===== src/rtl/cache_mem_arbiter.sv =====
// Arbitrates the single memory port between icache and dcache; data side has priority.
// Optional instruction-side anti-starvation counter is enabled with `define ARB_FAIRNESS_EN.
module cache_mem_arbiter #(
   parameter int ADDR_W     = 32,
   parameter int DATA_W     = 32,
   parameter int STARVE_MAX = 4
) (
   input  logic              CLK,
   input  logic              nRST,
   input  logic              iREN,
   input  logic [ADDR_W-1:0] iaddr,
   output logic              iwait,
   output logic [DATA_W-1:0] iload,
   input  logic              dREN,
   input  logic              dWEN,
   input  logic [ADDR_W-1:0] daddr,
   input  logic [DATA_W-1:0] dstore,
   output logic              dwait,
   output logic [DATA_W-1:0] dload,
   output logic              ramREN,
   output logic              ramWEN,
   output logic [ADDR_W-1:0] ramaddr,
   output logic [DATA_W-1:0] ramstore,
   input  logic [DATA_W-1:0] ramload,
   input  logic              ram_ready,
   output logic              gnt_d
);

   typedef enum logic [1:0] {IDLE, IGNT, DGNT} state_t;
   state_t state;

   logic d_req;
   assign d_req = dREN | dWEN;

`ifdef ARB_FAIRNESS_EN
   localparam int CNT_W = ($clog2(STARVE_MAX + 1) > 3) ? $clog2(STARVE_MAX + 1) : 3;
   logic [CNT_W-1:0] starve_cnt;
   logic             force_i;
   assign force_i = iREN && (starve_cnt == CNT_W'(STARVE_MAX));

   always_ff @(posedge CLK or negedge nRST) begin
      if (!nRST) begin
         state      <= IDLE;
         starve_cnt <= '0;
      end else begin
         case (state)
            IDLE: begin
               if (force_i)     state <= IGNT;
               else if (d_req)  state <= DGNT;
               else if (iREN)   state <= IGNT;
               if (!iREN) starve_cnt <= '0;
            end
            DGNT: begin
               // Only a completed data access while I waits counts as starvation.
               if (d_req && ram_ready && iREN && starve_cnt != CNT_W'(STARVE_MAX))
                  starve_cnt <= starve_cnt + 1'b1;
               if (!d_req || ram_ready) state <= IDLE;
            end
            IGNT: begin
               if (iREN && ram_ready) starve_cnt <= '0;
               if (!iREN || ram_ready) state <= IDLE;
            end
            default: state <= IDLE;
         endcase
      end
   end
`else
   logic unused_starve_max;
   assign unused_starve_max = |STARVE_MAX;

   always_ff @(posedge CLK or negedge nRST) begin
      if (!nRST) begin
         state <= IDLE;
      end else begin
         case (state)
            IDLE: begin
               if (d_req)      state <= DGNT;
               else if (iREN)  state <= IGNT;
            end
            DGNT:    if (!d_req || ram_ready) state <= IDLE;
            IGNT:    if (!iREN || ram_ready)  state <= IDLE;
            default: state <= IDLE;
         endcase
      end
   end
`endif

   // A withdrawn request drops the strobes at once and suppresses the wait pulse.
   always_comb begin
      iwait    = 1'b1;
      dwait    = 1'b1;
      iload    = '0;
      dload    = '0;
      ramREN   = 1'b0;
      ramWEN   = 1'b0;
      ramaddr  = '0;
      ramstore = '0;
      gnt_d    = 1'b0;
      case (state)
         DGNT: begin
            gnt_d    = 1'b1;
            ramaddr  = daddr;
            ramstore = dstore;
            dload    = ramload;
            if (d_req) begin
               ramWEN = dWEN;
               ramREN = dREN & ~dWEN;
               dwait  = ~ram_ready;
            end
         end
         IGNT: begin
            ramaddr = iaddr;
            iload   = ramload;
            if (iREN) begin
               ramREN = 1'b1;
               iwait  = ~ram_ready;
            end
         end
         default: ;
      endcase
   end

endmodule


===== config.mk =====
export PLATFORM = sky130hd
export DESIGN_NAME = cache_mem_arbiter
export DESIGN_NICKNAME = d
export VERILOG_FILES = /design/src/rtl/cache_mem_arbiter.sv
export SDC_FILE = /design/constraint.sdc
export NUM_CORES = 1
export LEC_CHECK = 0
export BUFFER_PORTS_ARGS = -buffer_cell sky130_fd_sc_hd__buf_2
export CORE_AREA = 2 2 104 106
export DETAILED_ROUTE_END_ITERATION = 6
export DIE_AREA = 0 0 106 108
export GPL_ROUTABILITY_DRIVEN = 0
export HOLD_SLACK_MARGIN = 0.05
export SETUP_SLACK_MARGIN = 0.15
export SLEW_MARGIN = 20
export SYNTH_ARGS = -nofsm -noshare
export SYNTH_HDL_FRONTEND = slang
export SYNTH_SLANG_ARGS = --single-unit

===== constraint.sdc =====
create_clock -name CLK -period 3.28 [get_ports CLK]
set_clock_uncertainty 0.05 [all_clocks]
set_input_delay 0.492 -clock CLK [delete_from_list [all_inputs] [get_ports CLK]]
set_output_delay 0.492 -clock CLK [all_outputs]
set_load 0.03 [all_outputs]

==> metrics.txt, run 1 <==
Cells after Synth=between 200 and 250; worst path bufs/invs=3; WL/cell=13.3 um; ys flop type=dfrtp_1; Final #Nets=602; max-cap viol count=0; largest net degree at the start of global routing=49; maximum level of the CTS H-tree=1; Worst VDD drop=0.397 mV; power density cells=752 mW/mm2; Critical Path Max Stage Delay=0.54 ns; vias in the first global route=2,422; Overflow after GRT=0; Tmin final=2.74 ns; HP Class=in -> async; Avg Vias per Cell=4.11; Crit-path slowest cell=ha_2; area of the multi-input gates=0.00122 mm2; total track usage=about 12%; ys async rst share=100%; total CTS buffers=3; R2R setup slack=1.44 ns; drt total wl=7.97 mm; clk_lat worst skew=0.21 ns; max reg flops=2; final total negative setup slack=0 ns; Post-DP Area=0.00283 mm2; First-pass DRT Iterations=5; Reg with most FFs=state; CP Depth=6; setup slack after layout=about 0.54 ns; crit-path leading delay family=buffers and inverters; Reg area=50.0 um2; # setup viols final=0; Max clock buf depth=2; post-synthesis average cell area=approximately 6.7 um2; Clock Root Buffer=clkbuf_8; Reg2Reg Launch Point=state[1]; crit end category=primary output; I/O Buffers=266; critical path startpoint category=flop; synth unique cells=23; layout cells sized above 1=60.0%; CTS tree=yes; synth warn=0; critical path cell sequence=inv_1 -> ha_2 -> buf_4 -> a22oi_1 -> nor2b_1 -> buf_2; fin. max-slew vios=0; Post-Syn Nets=348; CP Data Required Time=2.74 ns; IO Pins=roughly 270; via count=2,461; global-route wire length before repair=11.6 mm; largest registers=state x2; crit path DAT=2.20 ns; worst-case reg-to-reg path depth=6; DIE AREA=0.0114 mm2; Setup WS pre-CTS=0.765 ns; Starting DRT DRC Count=180; Tcrit/Tclk final=between 80% and 90%; row count=37; Post-synth EDFFs=0; status=completed; post-cts resize count=0; actual slew at the worst max-slew pin=between 0.5 and 0.6 ns; Starting Density=a little over an eighth; sequential element share of the synthesized area=3.57%; core area=0.0102 mm2; antenna violations before repair=2; post-route antenna net violation count=0; TritonCTS Sinks=2; Residual DRC=0; fillcell total=1,114; achievable clock frequency=between 0.3 and 0.4 GHz; Area Growth Syn to Fin=105%; slew margin rel.=62.8%; Post-DP HPWL=6.91 mm; clock transition at the registers of the reported paths=0.03 ns; commonest non-fill, non-tap cell in the layout=buf_2; die width=roughly 110 um; post-synthesis register bit count=2; Crit Path Max Fanout=43; Reg-to-Reg End=state[1]; critical path class=reg -> out; static leakage=about 1.7 nW; Hold Violations, Final=0; commonest cells after routing, fill and taps aside=buf_2, and2_1, nor2b_1, a22oi_1; die height=approximately 110 um; unrepaired setup endpoints after global routing=no; Mapped Area=between 0.001 and 0.0015 mm2; Final Instance Area=about 0.0029 mm2
==> stage by stage <==
stage / util (%) / total power, mW / instances / hold WS (ns)
finish: 28.2 / 2.17 / 599 / 0.548
global route: 28.1 / 2.32 / 598 / 0.551
CTS: 28.1 / 2.19 / 598 / 0.550
detailed placement: 27.6 / 2.09 / 594 / 0.234
global placement: 27.6 / 2.05 / 594 / 0.232
floorplan: - / 1.51 / 210 / 0.146
==> timing repair <==
| item | 4_1_cts | 5_1_grt |
|---|---|---|
| hold buffers | 1 | 0 |
| buffers inserted | 0 | 0 |
| endpoints found under the hold margin | 2 | 0 |
==> synth_stat cells, drive strengths merged (2+ instances only) <==
library cell  count  area share, %
and2             98             44
nor2b            33             15
a22oi            32             17
buf              16            7.2
clkbuf            6            1.6
ha                4            3.6
inv               3           0.80
a21oi             2           0.71
dfrtp             2            3.6
nand2             2           0.54
nand3             2           0.71
o21ai             2           0.71
==> cell families (layout without fill, tap and decap cells) <==
logic type               Yosys count  count (layout)  share of synthesized area [%]
AO/OA/AOI/OAI                     39              39                           20.6
adder cells (fa/ha/maj)            4               4                           3.57
buffers and inverters             25             277                           9.63
flip-flops                         2               2                           3.57
multiplexers                       1               1                          0.714
other                              0               1                              0
AND/OR/NAND/NOR                  139             139                           61.9
==> layer usage <==
metal  routed length [um]  track usage (%)
met3                  972             4.28
met4                   44             1.69
met1                 2900             12.9
met2                 4040             24.7
met5                   13                0
==> cell type report <==
type / instances / area share, %
repair buffers: 271 / 48.0
multi-input cells: 183 / 42.4
clock buffers: 3 / 1.43
diodes: 1 / 0.0868
well taps: 136 / 5.91
inverters: 3 / 0.391
flip-flops and latches: 2 / 1.74
==> worst reg2reg max path: stages, from the launching register on <==
cell      delay (ns)
dfrtp_1         0.39
inv_1           0.11
ha_2            0.53
buf_12          0.27
a21oi_1         0.11
o211ai_1        0.15
o21ai_1         0.10
==> how the worst max path moves through the flow <==
stage | start | to | slack [ns]
3_5_place_dp | state[0] | ramaddr[30] | 0.76
3_3_place_gp | state[0] | ramaddr[5] | 0.90
2_1_floorplan | state[0] | ramaddr[0] | 1.27
6_report | state[0] | ramaddr[30] | 0.54
4_1_cts | state[0] | ramaddr[30] | 0.53
5_1_grt | state[0] | ramaddr[30] | 0.29
==> where the power goes <==
part	leakage (nW)	switching [mW]	internal, mW
clock network	0.0216	0.0198	0.0776
registers	0.0257	0.00638	0.0333
logic	1.70	1.38	0.656
(Power assumes the default switching activity.)
==> inputs of run 2 (changes only) <==
--- a/config.mk
+++ b/config.mk
@@ -6,9 +6,9 @@
 export NUM_CORES = 1
 export LEC_CHECK = 0
 export BUFFER_PORTS_ARGS = -buffer_cell sky130_fd_sc_hd__buf_2
-export CORE_AREA = 2 2 104 106
+export CORE_AREA = 2 2 102 104
 export DETAILED_ROUTE_END_ITERATION = 6
-export DIE_AREA = 0 0 106 108
+export DIE_AREA = 0 0 104 106
 export GPL_ROUTABILITY_DRIVEN = 0
 export HOLD_SLACK_MARGIN = 0.05
 export SETUP_SLACK_MARGIN = 0.15
==> constraint.sdc (replaced) <==
create_clock -name CLK -period 2.61 [get_ports CLK]
set_clock_uncertainty 0.05 [all_clocks]
set_input_delay 0.3915 -clock CLK [delete_from_list [all_inputs] [get_ports CLK]]
set_output_delay 0.3915 -clock CLK [all_outputs]
set_load 0.03 [all_outputs]
==> run 2 against run 1 <==
  * Total power rose by 28%
  * Global-route usage down 0.66 points
  * Critical path depth unchanged
  * Sequential share of layout area hardly changed
  * Flip-flop and latch count stayed put
  * Register-to-register slack worse by 0.49 ns
  * Wire length is 6.8% lower
  * Setup slack got worse by 0.30 ns
  * Clock power grew 23%
  * Worst hold slack got worse by 0.099 ns
  * Utilization grew 1.1 points
  * Clock-buffer cell count unchanged
  * Critical path type unchanged
  * Largest power group unchanged
==> metrics.txt, run 2 (same netlist as run 1, synthesis figures left out) <==
Pint=1.01 mW (was 767 uW); total track usage=11.8% (was 12.5%); maximum level of the CTS H-tree=1 (unchanged); Crit Path Max Fanout=26 (was 43); commonest non-fill, non-tap cell in the layout=buf_2 (unchanged); Final Instance Area=0.00293 mm2 (was 0.00288 mm2); Overflow after GRT=0 (unchanged); Area Growth Syn to Fin=109% (was 105%); Starting DRT DRC Count=124 (was 180); layout cells sized above 1=60.2% (was 60.0%); Hold Violations, Final=0 (unchanged); core area=0.0100 mm2 (was 0.0102 mm2); row count=37 (unchanged); clk_lat worst skew=0.21 ns (about the same); worst hold slack=0.449 ns (was 0.548 ns); fin util=29.3% (was 28.2%); # setup viols final=0 (unchanged); Residual DRC=0 (unchanged); CP Data Required Time=2.17 ns (was 2.74 ns); die width=104 um (was 106 um); Worst setup startpoint=state[0] (unchanged); critical path cell sequence=inv_1 -> ha_4 -> buf_4 -> a22oi_1 -> nor2b_1 -> buf_2 (was inv_1 -> ha_2 -> buf_4 -> a22oi_1 -> nor2b_1 -> buf_2); post-route antenna net violation count=0 (unchanged); Tcrit/Tclk final=90.7%; unrepaired setup endpoints after global routing=no (unchanged); commonest cells after routing, fill and taps aside=buf_2, and2_1, nor2b_1, a22oi_1, buf_4 (was buf_2, and2_1, nor2b_1, a22oi_1); Net Switching=1.77 mW (was 1.40 mW); final total negative setup slack=0 ns (unchanged); end of the critical path=ramaddr[20] (was ramaddr[30]); First-pass DRT Iterations=4 (was 5); global-route wire length before repair=10.8 mm (was 11.6 mm); HP Class=in -> async (unchanged); largest net degree at the start of global routing=54 (was 49); Switching Fraction=63.7% (was 64.6%); crit-path leading delay family=buffers and inverters (unchanged); power density cells=950 mW/mm2 (was 752 mW/mm2); Final #Nets=605 (was 602); Post-DP Area=0.00284 mm2 (was 0.00283 mm2); vias in the first global route=2,290 (was 2,422); fin. max-slew vios=0 (unchanged); Reg-to-Reg End=state[0] (was state[1]); drt total wl=7.43 mm (was 7.97 mm); max reg flops=2 (unchanged); critical path class=reg -> out (unchanged); actual slew at the worst max-slew pin=0.281 ns (was 0.558 ns); TritonCTS Sinks=2 (unchanged); Avg Vias per Cell=4.05 (was 4.11); status=completed (unchanged); Crit-path slowest cell=dfrtp_1 (was ha_2); Reg with most FFs=state (unchanged); I/O Buffers=266 (unchanged); CTS tree=yes (unchanged); Clk network pwr share=4.3% (was 4.5%); Worst VDD drop=0.317 mV (was 0.397 mV); ANT cells=0 (was 1); largest registers=state x2 (unchanged); Reg2Reg Launch Point=state[1] (unchanged); share of power burned in registers=2.0% (was 1.8%); DIE AREA=0.0110 mm2 (was 0.0114 mm2); Starting Density=14.0% (was 13.7%); WL/cell=12.4 um (was 13.3 um); Post-DP HPWL=6.20 mm (was 6.91 mm); via count=2,432 (was 2,461); Tmin final=2.37 ns; slew margin rel.=81.2% (was 62.8%); max-cap viol count=0 (unchanged); fillcell total=1,109 (was 1,114); worst-case reg-to-reg path depth=6 (unchanged); IO Pins=267 (unchanged); critical path startpoint category=flop (unchanged); crit end category=primary output (unchanged); static leakage=1.77 nW (was 1.75 nW); die height=106 um (was 108 um); R2R setup slack=0.95 ns (was 1.44 ns); total power=2.78 mW (was 2.17 mW); clock transition at the registers of the reported paths=0.03 ns (about the same); total CTS buffers=3 (unchanged); Clock Root Buffer=clkbuf_8 (unchanged); CP Depth=6 (unchanged); crit path DAT=1.93 ns (was 2.20 ns); Comb pwr share=93.7% (about the same); achievable clock frequency=0.423 GHz; Critical Path Max Stage Delay=0.41 ns (was 0.54 ns); antenna violations before repair=0 (was 2); worst path bufs/invs=3 (unchanged); Max clock buf depth=2 (unchanged)
run 2: worst min path at each step:
stage                     start  endpoint
after global routing       nRST  state[0]
after global placement     nRST  state[0]
after floorplan            nRST  state[0]
after CTS                  nRST  state[0]
after detailed placement   nRST  state[0]
final                      nRST  state[0]
run 2: metrics by stage:
stage          setup slack, ns  cells
6_report                 0.243    601
3_3_place_gp             0.379    596
4_1_cts                  0.187    600
3_5_place_dp             0.259    596
2_1_floorplan            0.699    210
5_1_grt                  0.163    601
run 2: repair_timing:
item                                   CTS  global route
endpoints found under the hold margin    2             0
setup endpoints to repair               26            17
hold buffers                             1             0
pin swaps                                0             1
cloned                                   0             0
buffers inserted                         0             1
resized for setup                        2             0
run 2: cell type report:
cell class | instances | area, um2 | area share (%)
Timing Repair Buffer | 274 | 1410 | 48.2
Multi-Input combinational cell | 183 | 1240 | 42.5
Clock buffer | 3 | 41.3 | 1.41
Tap cell | 136 | 170 | 5.82
Sequential cell | 2 | 50.0 | 1.71
Inverter | 3 | 11.3 | 0.385
run 2: power groups by stage:
stage,Combinational (mW),Sequential [mW],Clock [mW]
floorplan,1.85,0.0484,0
global placement,2.59,0.0495,0
detailed placement,2.62,0.0503,0
CTS,2.64,0.0542,0.124
global route,2.78,0.0565,0.127
finish,2.60,0.0553,0.120
run 2: layer usage:
layer	global-route usage [%]	wire length [um]	vias to the layer above
li1	-	-	1198
met1	12.0	2640	1069
met2	25.0	4060	163
met3	2.58	679	2
met4	1.25	44	0
met5	0	0	-
run 2: worst reg2reg max path, stage by stage (launching register included):
cell,delay [ns]
dfrtp_1,0.41
inv_1,0.15
ha_4,0.31
buf_4,0.24
nand2b_1,0.09
mux2i_1,0.12
o22ai_1,0.20
==> inputs of run 3 (changes only) <==
--- a/config.mk
+++ b/config.mk
@@ -5,12 +5,15 @@
 export SDC_FILE = /design/constraint.sdc
 export NUM_CORES = 1
 export LEC_CHECK = 0
+export ABC_AREA = 1
 export BUFFER_PORTS_ARGS = -buffer_cell sky130_fd_sc_hd__buf_2
-export CORE_AREA = 2 2 102 104
+export CORE_AREA = 2 2 103 105
+export CTS_BUF_LIST = sky130_fd_sc_hd__clkbuf_16
 export DETAILED_ROUTE_END_ITERATION = 6
-export DIE_AREA = 0 0 104 106
+export DIE_AREA = 0 0 105 107
 export GPL_ROUTABILITY_DRIVEN = 0
 export HOLD_SLACK_MARGIN = 0.05
+export PLACE_DENSITY = 0.6
 export SETUP_SLACK_MARGIN = 0.15
 export SLEW_MARGIN = 20
 export SYNTH_ARGS = -nofsm -noshare
==> run 3 against run 2 <==
  * Fmax rose by 6.5%
  * Wire length rose by 4.0%
  * Non-clock buffer count fell by 1
  * Area after synthesis rose by 5.0%
  * Cell area rose by 2.9%
  * Combinational power fell by 8.1%
  * Worst hold slack got worse by 0.027 ns
  * First-iteration DRC count rose by 42%
  * Global-route usage rose by 0.38 points
  * Setup slack improved by 0.14 ns
  * Die area rose by 1.9%
  * Largest cell class unchanged
==> metrics.txt, run 3 <==
# setup viols final=0 (unchanged); Max clock buf depth=2 (unchanged); post-cts resize count=0 (was 2); Starting Density=14.6% (was 14.0%); actual slew at the worst max-slew pin=0.414 ns (was 0.281 ns); crit-path leading delay family=buffers and inverters (unchanged); maximum level of the CTS H-tree=1 (unchanged); Post-Syn Nets=484 (was 348); Overflow after GRT=0 (unchanged); die width=105 um (was 104 um); Post-synth top cells=nand2_1, inv_1, a21oi_1 (was and2_1, nor2b_1, a22oi_1); ys flop type=dfrtp_1 (unchanged); Reg with most FFs=state (unchanged); final total negative setup slack=0 ns (unchanged); unrepaired setup endpoints after global routing=no (unchanged); Hold Violations, Final=0 (unchanged); power density cells=888 mW/mm2 (was 950 mW/mm2); global-route wire length before repair=11.4 mm (was 10.8 mm); core area=0.0101 mm2 (was 0.0100 mm2); CP Data Required Time=2.17 ns (about the same); area of the multi-input gates=922 um2 (was 0.00124 mm2); commonest cells after routing, fill and taps aside=buf_2, nand2_1, inv_1, a21oi_1, nand3_1 (was buf_2, and2_1, nor2b_1, a22oi_1, buf_4); Avg Vias per Cell=3.75 (was 4.05); HP Class=in -> reg (was in -> async); post-synth top area share=43.1% (was 43.7%); First-pass DRT Iterations=4 (unchanged); post-synthesis register bit count=2 (unchanged); drt total wl=7.72 mm (was 7.43 mm); Mapped Area=0.00147 mm2 (was 0.00140 mm2); CP Depth=6 (unchanged); fin. max-slew vios=0 (unchanged); max reg flops=2 (unchanged); largest registers=state x2 (unchanged); fin util=29.8% (was 29.3%); via count=2,761 (was 2,432); WL/cell=10.5 um (was 12.4 um); layout cells sized above 1=46.1% (was 60.2%); worst hold slack=0.422 ns (was 0.449 ns); Area contributors post-synth=nand2_1, inv_1, a21oi_1, buf_2, dfrtp_1 (was and2_1, a22oi_1, nor2b_1, buf_2, dfrtp_1); Cells after Synth=346 (was 210); CTS tree=yes (unchanged); Setup WS pre-CTS=0.595 ns (was 0.259 ns); row count=37 (unchanged); synth unique cells=11 (was 23); commonest non-fill, non-tap cell in the layout=buf_2 (unchanged); static leakage=2.52 nW (was 1.77 nW); critical path class=reg -> out (unchanged); sequential element share of the synthesized area=3.40% (was 3.57%); clk_lat worst skew=0.22 ns (was 0.21 ns); die height=107 um (was 106 um); IO Pins=267 (unchanged); Post-DP HPWL=6.46 mm (was 6.20 mm); hold buffer count at CTS=1 (unchanged); total CTS buffers=3 (unchanged); Post-synth EDFFs=0 (unchanged); vias in the first global route=2,393 (was 2,290); Crit Path Max Fanout=42 (was 26); Starting DRT DRC Count=176 (was 124); post-CTS setup buffers=0 (unchanged); setup slack after layout=0.388 ns (was 0.243 ns); worst-case reg-to-reg path depth=8 (was 6); Residual DRC=0 (unchanged); Post-DP Area=0.00293 mm2 (was 0.00284 mm2); Critical Path Max Stage Delay=0.39 ns (was 0.41 ns); most numerous cell in the Yosys netlist=nand2_1 (was and2_1); crit end category=primary output (unchanged); post-synthesis average cell area=4.26 um2 (was 6.68 um2); fillcell total=1,205 (was 1,109); crit path DAT=1.78 ns (was 1.93 ns); achievable clock frequency=0.450 GHz (was 0.423 GHz); total track usage=12.2% (was 11.8%); clock transition at the registers of the reported paths=0.03 ns (about the same); ANT cells=0 (unchanged); Final Instance Area=0.00301 mm2 (was 0.00293 mm2); largest net degree at the start of global routing=56 (was 54); Final #Nets=741 (was 605); slew margin rel.=72.4% (was 81.2%); antenna violations before repair=0 (unchanged); hold path depth=3; Worst VDD drop=0.443 mV (was 0.317 mV); ys async rst share=100% (unchanged); Area Growth Syn to Fin=104% (was 109%); I/O Buffers=266 (unchanged); TritonCTS Sinks=2 (unchanged); Tmin final=2.22 ns (was 2.37 ns); Reg area=50.0 um2 (unchanged); post-route antenna net violation count=0 (unchanged); DIE AREA=0.0112 mm2 (was 0.0110 mm2); Clock Root Buffer=clkbuf_16 (was clkbuf_8); critical path cell sequence=inv_1 -> ha_4 -> buf_4 -> nand2_1 -> a21oi_1 -> buf_2 (was inv_1 -> ha_4 -> buf_4 -> a22oi_1 -> nor2b_1 -> buf_2); status=completed (unchanged); Tcrit/Tclk final=85.1% (was 90.7%); synth warn=0 (unchanged); worst path bufs/invs=3 (unchanged); area leader, netlist=nand2_1 (was and2_1); Crit-path slowest cell=dfrtp_1 (unchanged); max-cap viol count=0 (unchanged); critical path startpoint category=flop (unchanged)
run 3: final timing paths:
check                              start           to  slack, ns
worst max-delay path            state[0]  ramaddr[31]       0.39
worst min-delay path                iREN     state[0]       0.42
worst max register to register  state[1]     state[1]       1.11
worst min register to register  state[0]     state[0]       0.46
max in group asynchronous           nRST     state[1]       1.97
min in group asynchronous           nRST     state[0]       0.44
run 3: where the power goes:
group          total (mW)  switching (mW)  internal (mW)
Sequential         0.0542          0.0131         0.0411
Clock               0.227          0.0322          0.195
Combinational        2.39            1.75          0.647
run 3: layout make-up:
type / count / area share (%)
timing repair buffer: 273 / 46.5
sequential: 2 / 1.66
tap: 136 / 5.65
inverter: 105 / 13.1
multi-input combinational: 218 / 30.6
clock buffer: 3 / 2.49
run 3: through the flow:
stage | total power [mW] | instances
6_report | 2.67 | 737
5_1_grt | 2.88 | 737
4_1_cts | 2.70 | 737
3_5_place_dp | 2.46 | 733
3_3_place_gp | 2.47 | 733
2_1_floorplan | 1.76 | 346
run 3: routing by layer:
metal	track usage [%]	share of wire, %
met1	14.8	41
met4	2.57	0.71
met5	0	0
met3	2.80	9.3
met2	21.9	49
run 3: logic make-up after synthesis:
| kind of cell | share of synthesized area, % |
|---|---|
| AO/OA/AOI/OAI | 11.2 |
| adder cells (fa/ha/maj) | 3.40 |
| buffers and inverters | 35.0 |
| flip-flops | 3.40 |
| AND/OR/NAND/NOR | 47.0 |
run 3: tightest hold or removal path, cell delays in order:
cell and delay, ns:
buf_2 0.13, nand3_1 0.08, nand2_1 0.05
